[config.mk]
export PLATFORM = sky130hd
export DESIGN_NAME = vc_input_unit
export DESIGN_NICKNAME = d
export VERILOG_FILES = /design/src/rtl/router_pkg.sv /design/src/rtl/vc_flit_fifo.sv /design/src/rtl/vc_input_unit.sv
export SDC_FILE = /design/constraint.sdc
export NUM_CORES = 1
export LEC_CHECK = 0
export CAP_MARGIN = 20
export CORE_ASPECT_RATIO = 0.8
export CORE_UTILIZATION = 30
export DETAILED_ROUTE_END_ITERATION = 16
export DONT_BUFFER_PORTS = 1
export REMOVE_ABC_BUFFERS = 1
export SLEW_MARGIN = 20
export SYNTH_ARGS = -nofsm -noshare
export SYNTH_HDL_FRONTEND = slang
export SYNTH_HIERARCHICAL = 1
export SYNTH_SLANG_ARGS = --single-unit
[constraint.sdc]
create_clock -name clk -period 3.65 [get_ports clk]
set_clock_uncertainty 0.2 [all_clocks]
set_input_delay 0.73 -clock clk [delete_from_list [all_inputs] [get_ports clk]]
set_output_delay 0.73 -clock clk [all_outputs]
set_load 0.02 [all_outputs]
[src/rtl/router_pkg.sv]
// Shared router types: flit encodings, per-VC state and flit field positions.
package router_pkg;

  localparam int PORT_W = 3;

  // Field positions counted down from the flit width:
  // type MSB sits at FLIT_W-FLIT_TYPE_MSB, route LSB at FLIT_W-ROUTE_FIELD_LSB.
  localparam int FLIT_TYPE_MSB   = 1;
  localparam int ROUTE_FIELD_LSB = 5;

  typedef enum logic [1:0] {
    FT_BODY      = 2'b00,
    FT_TAIL      = 2'b01,
    FT_HEAD      = 2'b10,
    FT_HEAD_TAIL = 2'b11
  } flit_type_t;

  typedef enum logic [1:0] {
    VC_IDLE    = 2'b00,
    VC_ROUTING = 2'b01,
    VC_ACTIVE  = 2'b10
  } vc_state_t;

  function automatic logic is_head(input flit_type_t t);
    return (t == FT_HEAD) || (t == FT_HEAD_TAIL);
  endfunction

  function automatic logic is_tail(input flit_type_t t);
    return (t == FT_TAIL) || (t == FT_HEAD_TAIL);
  endfunction

endpackage

[src/rtl/vc_flit_fifo.sv]
// Per-VC flit buffer: synchronous write/read with a show-ahead front output.
// A write while full is legal only together with a read (caller guarantees it).
module vc_flit_fifo #(
  parameter int WIDTH = 34,
  parameter int DEPTH = 4
) (
  input  logic                     clk,
  input  logic                     reset_n,
  input  logic                     wr_en,
  input  logic [WIDTH-1:0]         wr_data,
  input  logic                     rd_en,
  output logic [WIDTH-1:0]         front,
  output logic                     full,
  output logic                     empty,
  output logic [$clog2(DEPTH):0]   count
);

  localparam int AW = $clog2(DEPTH);

  logic [WIDTH-1:0] mem [DEPTH];
  logic [AW-1:0]    wr_ptr, rd_ptr;
  logic [AW:0]      cnt;

  // Storage array; contents need no reset since pointers define validity.
  always_ff @(posedge clk) begin
    if (wr_en) mem[wr_ptr] <= wr_data;
  end

  // Pointer and occupancy bookkeeping; depth is a power of 2 so pointers wrap.
  always_ff @(posedge clk or negedge reset_n) begin
    if (!reset_n) begin
      wr_ptr <= '0;
      rd_ptr <= '0;
      cnt    <= '0;
    end else begin
      if (wr_en) wr_ptr <= wr_ptr + AW'(1);
      if (rd_en) rd_ptr <= rd_ptr + AW'(1);
      case ({wr_en, rd_en})
        2'b10:   cnt <= cnt + (AW+1)'(1);
        2'b01:   cnt <= cnt - (AW+1)'(1);
        default: cnt <= cnt;
      endcase
    end
  end

  assign front = mem[rd_ptr];
  assign full  = (cnt == (AW+1)'(DEPTH));
  assign empty = (cnt == '0);
  assign count = cnt;

endmodule

[src/rtl/vc_input_unit.sv]
// Router input port: per-VC flit buffering, head-flit route decode,
// switch-allocation requests, granted flit forwarding and credit return.
module vc_input_unit
  import router_pkg::*;
#(
  parameter int FLIT_W    = 34,
  parameter int NUM_VC    = 2,
  parameter int VC_DEPTH  = 4,
  parameter int NUM_PORTS = 5,
  localparam int VC_W     = (NUM_VC > 1) ? $clog2(NUM_VC) : 1
) (
  input  logic                       clk,
  input  logic                       reset_n,
  input  logic                       i_flit_valid,
  input  logic [FLIT_W-1:0]          i_flit,
  input  logic [VC_W-1:0]            i_flit_vc,
  output logic                       o_credit_valid,
  output logic [VC_W-1:0]            o_credit_vc,
  output logic [NUM_VC-1:0]          o_sa_req,
  output logic [NUM_VC*PORT_W-1:0]   o_sa_port,
  input  logic [NUM_VC-1:0]          i_sa_gnt,
  output logic                       o_flit_valid,
  output logic [FLIT_W-1:0]          o_flit,
  output logic [VC_W-1:0]            o_flit_vc,
  output logic [NUM_VC-1:0]          o_vc_busy,
  output logic                       o_err
);

  localparam int CNT_W    = $clog2(VC_DEPTH) + 1;
  localparam int TYPE_HI  = FLIT_W - FLIT_TYPE_MSB;
  localparam int ROUTE_LO = FLIT_W - ROUTE_FIELD_LSB;

  logic [NUM_VC-1:0][FLIT_W-1:0] front;
  logic [NUM_VC-1:0][CNT_W-1:0]  count;
  flit_type_t [NUM_VC-1:0]       ftype;
  logic [NUM_VC-1:0]             full, empty, wr_en, pop, stray, sa_req, bad_port;
  logic [NUM_VC-1:0][PORT_W-1:0] route_q, route_nxt;
  vc_state_t                     state_q   [NUM_VC];
  vc_state_t                     state_nxt [NUM_VC];
  logic                          gnt_onehot, gnt_ok, gnt_bad, pop_any, wr_drop, vc_hit;
  logic [VC_W-1:0]               gnt_idx, pop_idx;
  flit_type_t                    in_type;
  logic [PORT_W-1:0]             port_field;
  logic                          err_now;

  assign in_type = flit_type_t'(i_flit[TYPE_HI -: 2]);

  for (genvar v = 0; v < NUM_VC; v++) begin : g_vc
    vc_flit_fifo #(.WIDTH(FLIT_W), .DEPTH(VC_DEPTH)) u_fifo (
      .clk     (clk),
      .reset_n (reset_n),
      .wr_en   (wr_en[v]),
      .wr_data (i_flit),
      .rd_en   (pop[v]),
      .front   (front[v]),
      .full    (full[v]),
      .empty   (empty[v]),
      .count   (count[v])
    );
    assign ftype[v] = flit_type_t'(front[v][TYPE_HI -: 2]);
  end

  // Requests, grant validation and the single pop slot (grant beats stray drop).
  always_comb begin
    sa_req  = '0;
    stray   = '0;
    gnt_idx = '0;
    pop_idx = '0;
    for (int v = 0; v < NUM_VC; v++) begin
      sa_req[v] = (state_q[v] == VC_ACTIVE) && !empty[v];
      stray[v]  = (state_q[v] == VC_IDLE) && !empty[v] && !is_head(ftype[v]);
    end
    gnt_onehot = (i_sa_gnt != '0) && ((i_sa_gnt & (i_sa_gnt - NUM_VC'(1))) == '0);
    gnt_ok     = gnt_onehot && ((i_sa_gnt & sa_req) != '0);
    gnt_bad    = (i_sa_gnt != '0) && !gnt_ok;
    pop        = gnt_ok ? i_sa_gnt : '0;
    if (!gnt_ok) begin
      // lowest-numbered stray VC takes the free slot
      for (int v = NUM_VC - 1; v >= 0; v--) begin
        if (stray[v]) begin
          pop    = '0;
          pop[v] = 1'b1;
        end
      end
    end
    pop_any = |pop;
    for (int v = 0; v < NUM_VC; v++) begin
      if (i_sa_gnt[v]) gnt_idx = VC_W'(v);
      if (pop[v])      pop_idx = VC_W'(v);
    end
  end

  // Write steering: a full FIFO only accepts when it is popped the same cycle.
  always_comb begin
    wr_en   = '0;
    wr_drop = 1'b0;
    vc_hit  = 1'b0;
    for (int v = 0; v < NUM_VC; v++) begin
      if (i_flit_vc == VC_W'(v)) begin
        vc_hit = 1'b1;
        if (i_flit_valid) begin
          if (full[v] && !pop[v]) wr_drop  = 1'b1;
          else                    wr_en[v] = (count[v] != CNT_W'(VC_DEPTH)) || pop[v];
        end
      end
    end
    if (i_flit_valid && !vc_hit) wr_drop = 1'b1;
  end

  // Per-VC packet FSM next state and route decode.
  always_comb begin
    route_nxt  = route_q;
    bad_port   = '0;
    port_field = '0;
    for (int v = 0; v < NUM_VC; v++) begin
      state_nxt[v] = state_q[v];
      case (state_q[v])
        VC_IDLE: begin
          // an incoming head on an empty FIFO starts routing straight away
          if (!empty[v] && is_head(ftype[v]))
            state_nxt[v] = VC_ROUTING;
          else if (empty[v] && wr_en[v] && is_head(in_type))
            state_nxt[v] = VC_ROUTING;
        end
        VC_ROUTING: begin
          port_field = front[v][ROUTE_LO +: PORT_W];
          if (int'(port_field) >= NUM_PORTS) begin
            route_nxt[v] = '0;
            bad_port[v]  = 1'b1;
          end else begin
            route_nxt[v] = port_field;
          end
          state_nxt[v] = VC_ACTIVE;
        end
        VC_ACTIVE: begin
          if (pop[v] && is_tail(ftype[v])) state_nxt[v] = VC_IDLE;
        end
        default: state_nxt[v] = VC_IDLE;
      endcase
    end
  end

  // Per-VC state and route registers.
  always_ff @(posedge clk or negedge reset_n) begin
    if (!reset_n) begin
      for (int v = 0; v < NUM_VC; v++) state_q[v] <= VC_IDLE;
      route_q <= '0;
    end else begin
      for (int v = 0; v < NUM_VC; v++) state_q[v] <= state_nxt[v];
      route_q <= route_nxt;
    end
  end

  assign err_now = wr_drop | gnt_bad | (pop_any & !gnt_ok) | (|bad_port);

  // Registered crossbar, credit and sticky error outputs.
  always_ff @(posedge clk or negedge reset_n) begin
    if (!reset_n) begin
      o_flit_valid   <= 1'b0;
      o_flit         <= '0;
      o_flit_vc      <= '0;
      o_credit_valid <= 1'b0;
      o_credit_vc    <= '0;
      o_err          <= 1'b0;
    end else begin
      o_flit_valid   <= gnt_ok;
      o_credit_valid <= pop_any;
      o_err          <= o_err | err_now;
      if (gnt_ok) begin
        o_flit    <= front[gnt_idx];
        o_flit_vc <= gnt_idx;
      end
      if (pop_any) o_credit_vc <= pop_idx;
    end
  end

  // Allocator-facing view of the per-VC state.
  always_comb begin
    o_sa_port = '0;
    o_vc_busy = '0;
    for (int v = 0; v < NUM_VC; v++) begin
      o_vc_busy[v] = (state_q[v] != VC_IDLE);
      if (state_q[v] == VC_ACTIVE) o_sa_port[v*PORT_W +: PORT_W] = route_q[v];
    end
  end

  assign o_sa_req = sa_req;

endmodule

==> results.sh <==
export IMPL_status="completed"
export IMPL_num_rows=68
export IMPL_die_w_um=236
export IMPL_seq_area_sq_mm=0.00975
export IMPL_dpl_hpwl_um=16700
export IMPL_routabilityCongestion=0.756
export IMPL_startpoint_type="register"
export IMPL_cts_resized=0
export IMPL_criticalPathCategory="register to register"
export IMPL_nets=764
export IMPL_clock_latency_ps=580
export IMPL_grt_max_degree=73
export IMPL_cap_violations=0
export IMPL_hp_class="input pin to register"
export IMPL_worst_slew_pin_slew_ps=785
export IMPL_overflow=0
export IMPL_worstPathRequired_ps=3720
export IMPL_clockBufferDepth=3
export IMPL_grt_pass1_wl_um=42500
export IMPL_die_h_um=190
export IMPL_design_area_sq_mm=0.0150
export IMPL_dp_cells=1237
export IMPL_finalNonFillerCells=1295
export IMPL_hold_buffers=2
export IMPL_maxSlewHeadroom=0.477
export IMPL_tritoncts="yes"
export IMPL_root_buffer="clkbuf_16"
export IMPL_synthFlopType="edfxtp_1"
export IMPL_yosys_register_bits=335
export IMPL_diodes=0
export IMPL_drc=0
export IMPL_drt_pass1_iter_count=5
export IMPL_critPathLaunch="g_vc[1].u_fifo/rd_ptr[0]"
export IMPL_synth_cell_types=51
export IMPL_synth_edf_count=272
export IMPL_synthTopCellsByArea="edfxtp_1, dfrtp_1, mux4_2, mux2i_1, mux4_1"
export IMPL_hold_viol_final=0
export IMPL_multi_input_area_sq_mm=0.00313
export IMPL_routed_wl_um=27600
export IMPL_cp_max_fo=11
export IMPL_crit_chain="mux4_1, or4_1, nor2_1, mux2i_2, a21oi_1, buf_4, and2_2, buf_12"
export IMPL_end_kind="register"
export IMPL_rsz0062_at_grt="false"
export IMPL_clkTransAtPathRegs_ps=70
export IMPL_antenna_left=0
export IMPL_drive_gt1_frac=0.201
export IMPL_fmaxAchievable_mhz=306
export IMPL_antenna_found_initial=0
export IMPL_placed_area_sq_mm=0.0139
export IMPL_portBuffers=0
export IMPL_num_io_pins=89
export IMPL_min_delay_start="i_flit[26]"
export IMPL_grt_pass1_vias=6500
export IMPL_htree_levels=1
export IMPL_cts_sinks=335
export IMPL_min_period_ps=3270
export IMPL_ys_seq_area_frac=0.739
export IMPL_r2r_setup_slack_ps=380
export IMPL_wl_per_cell_um=21.3
export IMPL_syn_cell_area_sq_mm=0.0132
export IMPL_finalCritPeriodShare=0.896
export IMPL_power_leakage_nw=5.23
export IMPL_cp_data_arrival_time_ps=3340
export IMPL_fillers=4082
export IMPL_synth_cells=679
export IMPL_r2r_start="g_vc[1].u_fifo/rd_ptr[0]"
export IMPL_synth_largest_area_cell="edfxtp_1"
export IMPL_die_area_sq_mm=0.0448
export IMPL_drtIter0Drc=439
export IMPL_start_util=0.305
export IMPL_crit_slowest_cell="mux4_1"
export IMPL_vias=6102
export IMPL_cts_buffers=30
export IMPL_vdd_drop_max_uv=377
export IMPL_syn_to_final_growth_pct=13.8
export IMPL_finalSetupViolCount=0
export IMPL_synth_top_area_frac=0.619
export IMPL_finalMaxSlewViolations=0
export IMPL_core_area_sq_mm=0.0432
export IMPL_powerDensity_mw_per_mm2=777
export IMPL_synth_avg_cell_area_sq_um=19.4
export IMPL_crit_path_max_incr_delay_ps=630
export IMPL_grtUsageTotal=0.127
export IMPL_post_cts_buffers=0
export IMPL_async_flop_share=0.188
export IMPL_synth_warnings=6
export IMPL_p_total_mw=11.7
export IMPL_viasPerCell=4.71
## through the flow
stage          setup slack (ps)  setup TNS (ps)  hold WS (ps)  utilization
2_1_floorplan             -1050         -262040           234            -
3_3_place_gp                430               0           237        0.323
3_5_place_dp                403               0           238        0.323
4_1_cts                     367               0          5.97        0.347
5_1_grt                     179               0          6.12        0.347
6_report                    381               0          45.5        0.347
## critical path: cells and delay by family, from the launching register on
family | cells | cell delay (ps)
AND/OR/NAND/NOR | 3 | 950
flip-flops | 1 | 380
multiplexers | 2 | 750
AO/OA/AOI/OAI | 1 | 280
buffers and inverters | 2 | 400
## flip-flops by register name, summed over array words and instances, names as in the netlist
name	flops
g_vc.u_fifo/mem	272
g_vc.u_fifo/count	6
route_q	6
g_vc.u_fifo/rd_ptr	4
state_q	4
o_err	1
o_flit_valid	1
o_credit_vc	1
g_vc.u_fifo/wr_ptr	4
o_credit_valid	1
o_flit	34
o_flit_vc	1
## area by class of cell
cell class                 instances  share of cell area
sequential                       335               0.650
multi-input combinational        294               0.209
clock buffer                      39              0.0523
tap                              560              0.0467
timing repair buffer              27              0.0208
clock inverter                    17              0.0157
inverter                          23             0.00575
## cells in the mapped netlist (all sizes together), types with 2 or more instances
cell / count
mux4: 68
inv: 23
nand2: 54
or2: 2
nor2b: 4
fa: 2
mux2i: 37
dfrtp: 63
nor3: 3
and3: 2
xor2: 8
buf: 24
ha: 11
o21ai: 43
edfxtp: 272
a21o: 3
nor2: 9
xnor2: 4
and4bb: 2
a21oi: 2
nand3: 2
clkbuf: 3
and2: 14
nand2b: 6
## power by group
part           switching (mW)  internal, mW  total, mW
Combinational            1.65          1.32       2.97
Clock                    1.41          1.88       3.29
Sequential              0.562          4.84       5.40
Total                    3.62          8.04       11.7
## path summary, 6_finish.rpt
path	end	cells after the start
max reg2reg	g_vc[1].u_fifo/mem[0][22]	8
max in group asynchronous	o_flit[22]	2
min	g_vc[1].u_fifo/mem[0][26]	0
min reg2reg	route_q[3]	2
max	g_vc[1].u_fifo/mem[0][22]	8
min in group asynchronous	o_flit[25]	2
## metal layers
metal,wire length [um],track usage
met5,0,0
met2,12200,0.190
met3,1910,0.0326
met1,13100,0.187
met4,401,0.0225
## layout by cell type (no fill, tap or decap), types with 8 or more instances in the layout
master     netlist  layout
clkbuf_1         3       9
o21ai_0         42      42
nor2_1           9       9
and2_2           0       8
buf_4            1      18
xor2_1           8       8
clkbuf_16        0      30
mux4_2          56      56
edfxtp_1       272     272
ha_1            11      11
inv_1           22      22
nand2_1         54      54
mux4_1          12      12
dfrtp_1         63      59
mux2i_1         36      36
## cells by family after synthesis
kind of cell / synth area share
AO/OA/AOI/OAI: 0.0284
XOR/XNOR: 0.00797
buffers and inverters: 0.0242
multiplexers: 0.148
AND/OR/NAND/NOR: 0.0392
adder cells (fa/ha/maj): 0.0135
flip-flops: 0.739
Note: power is estimated with default switching activity, not from simulation.
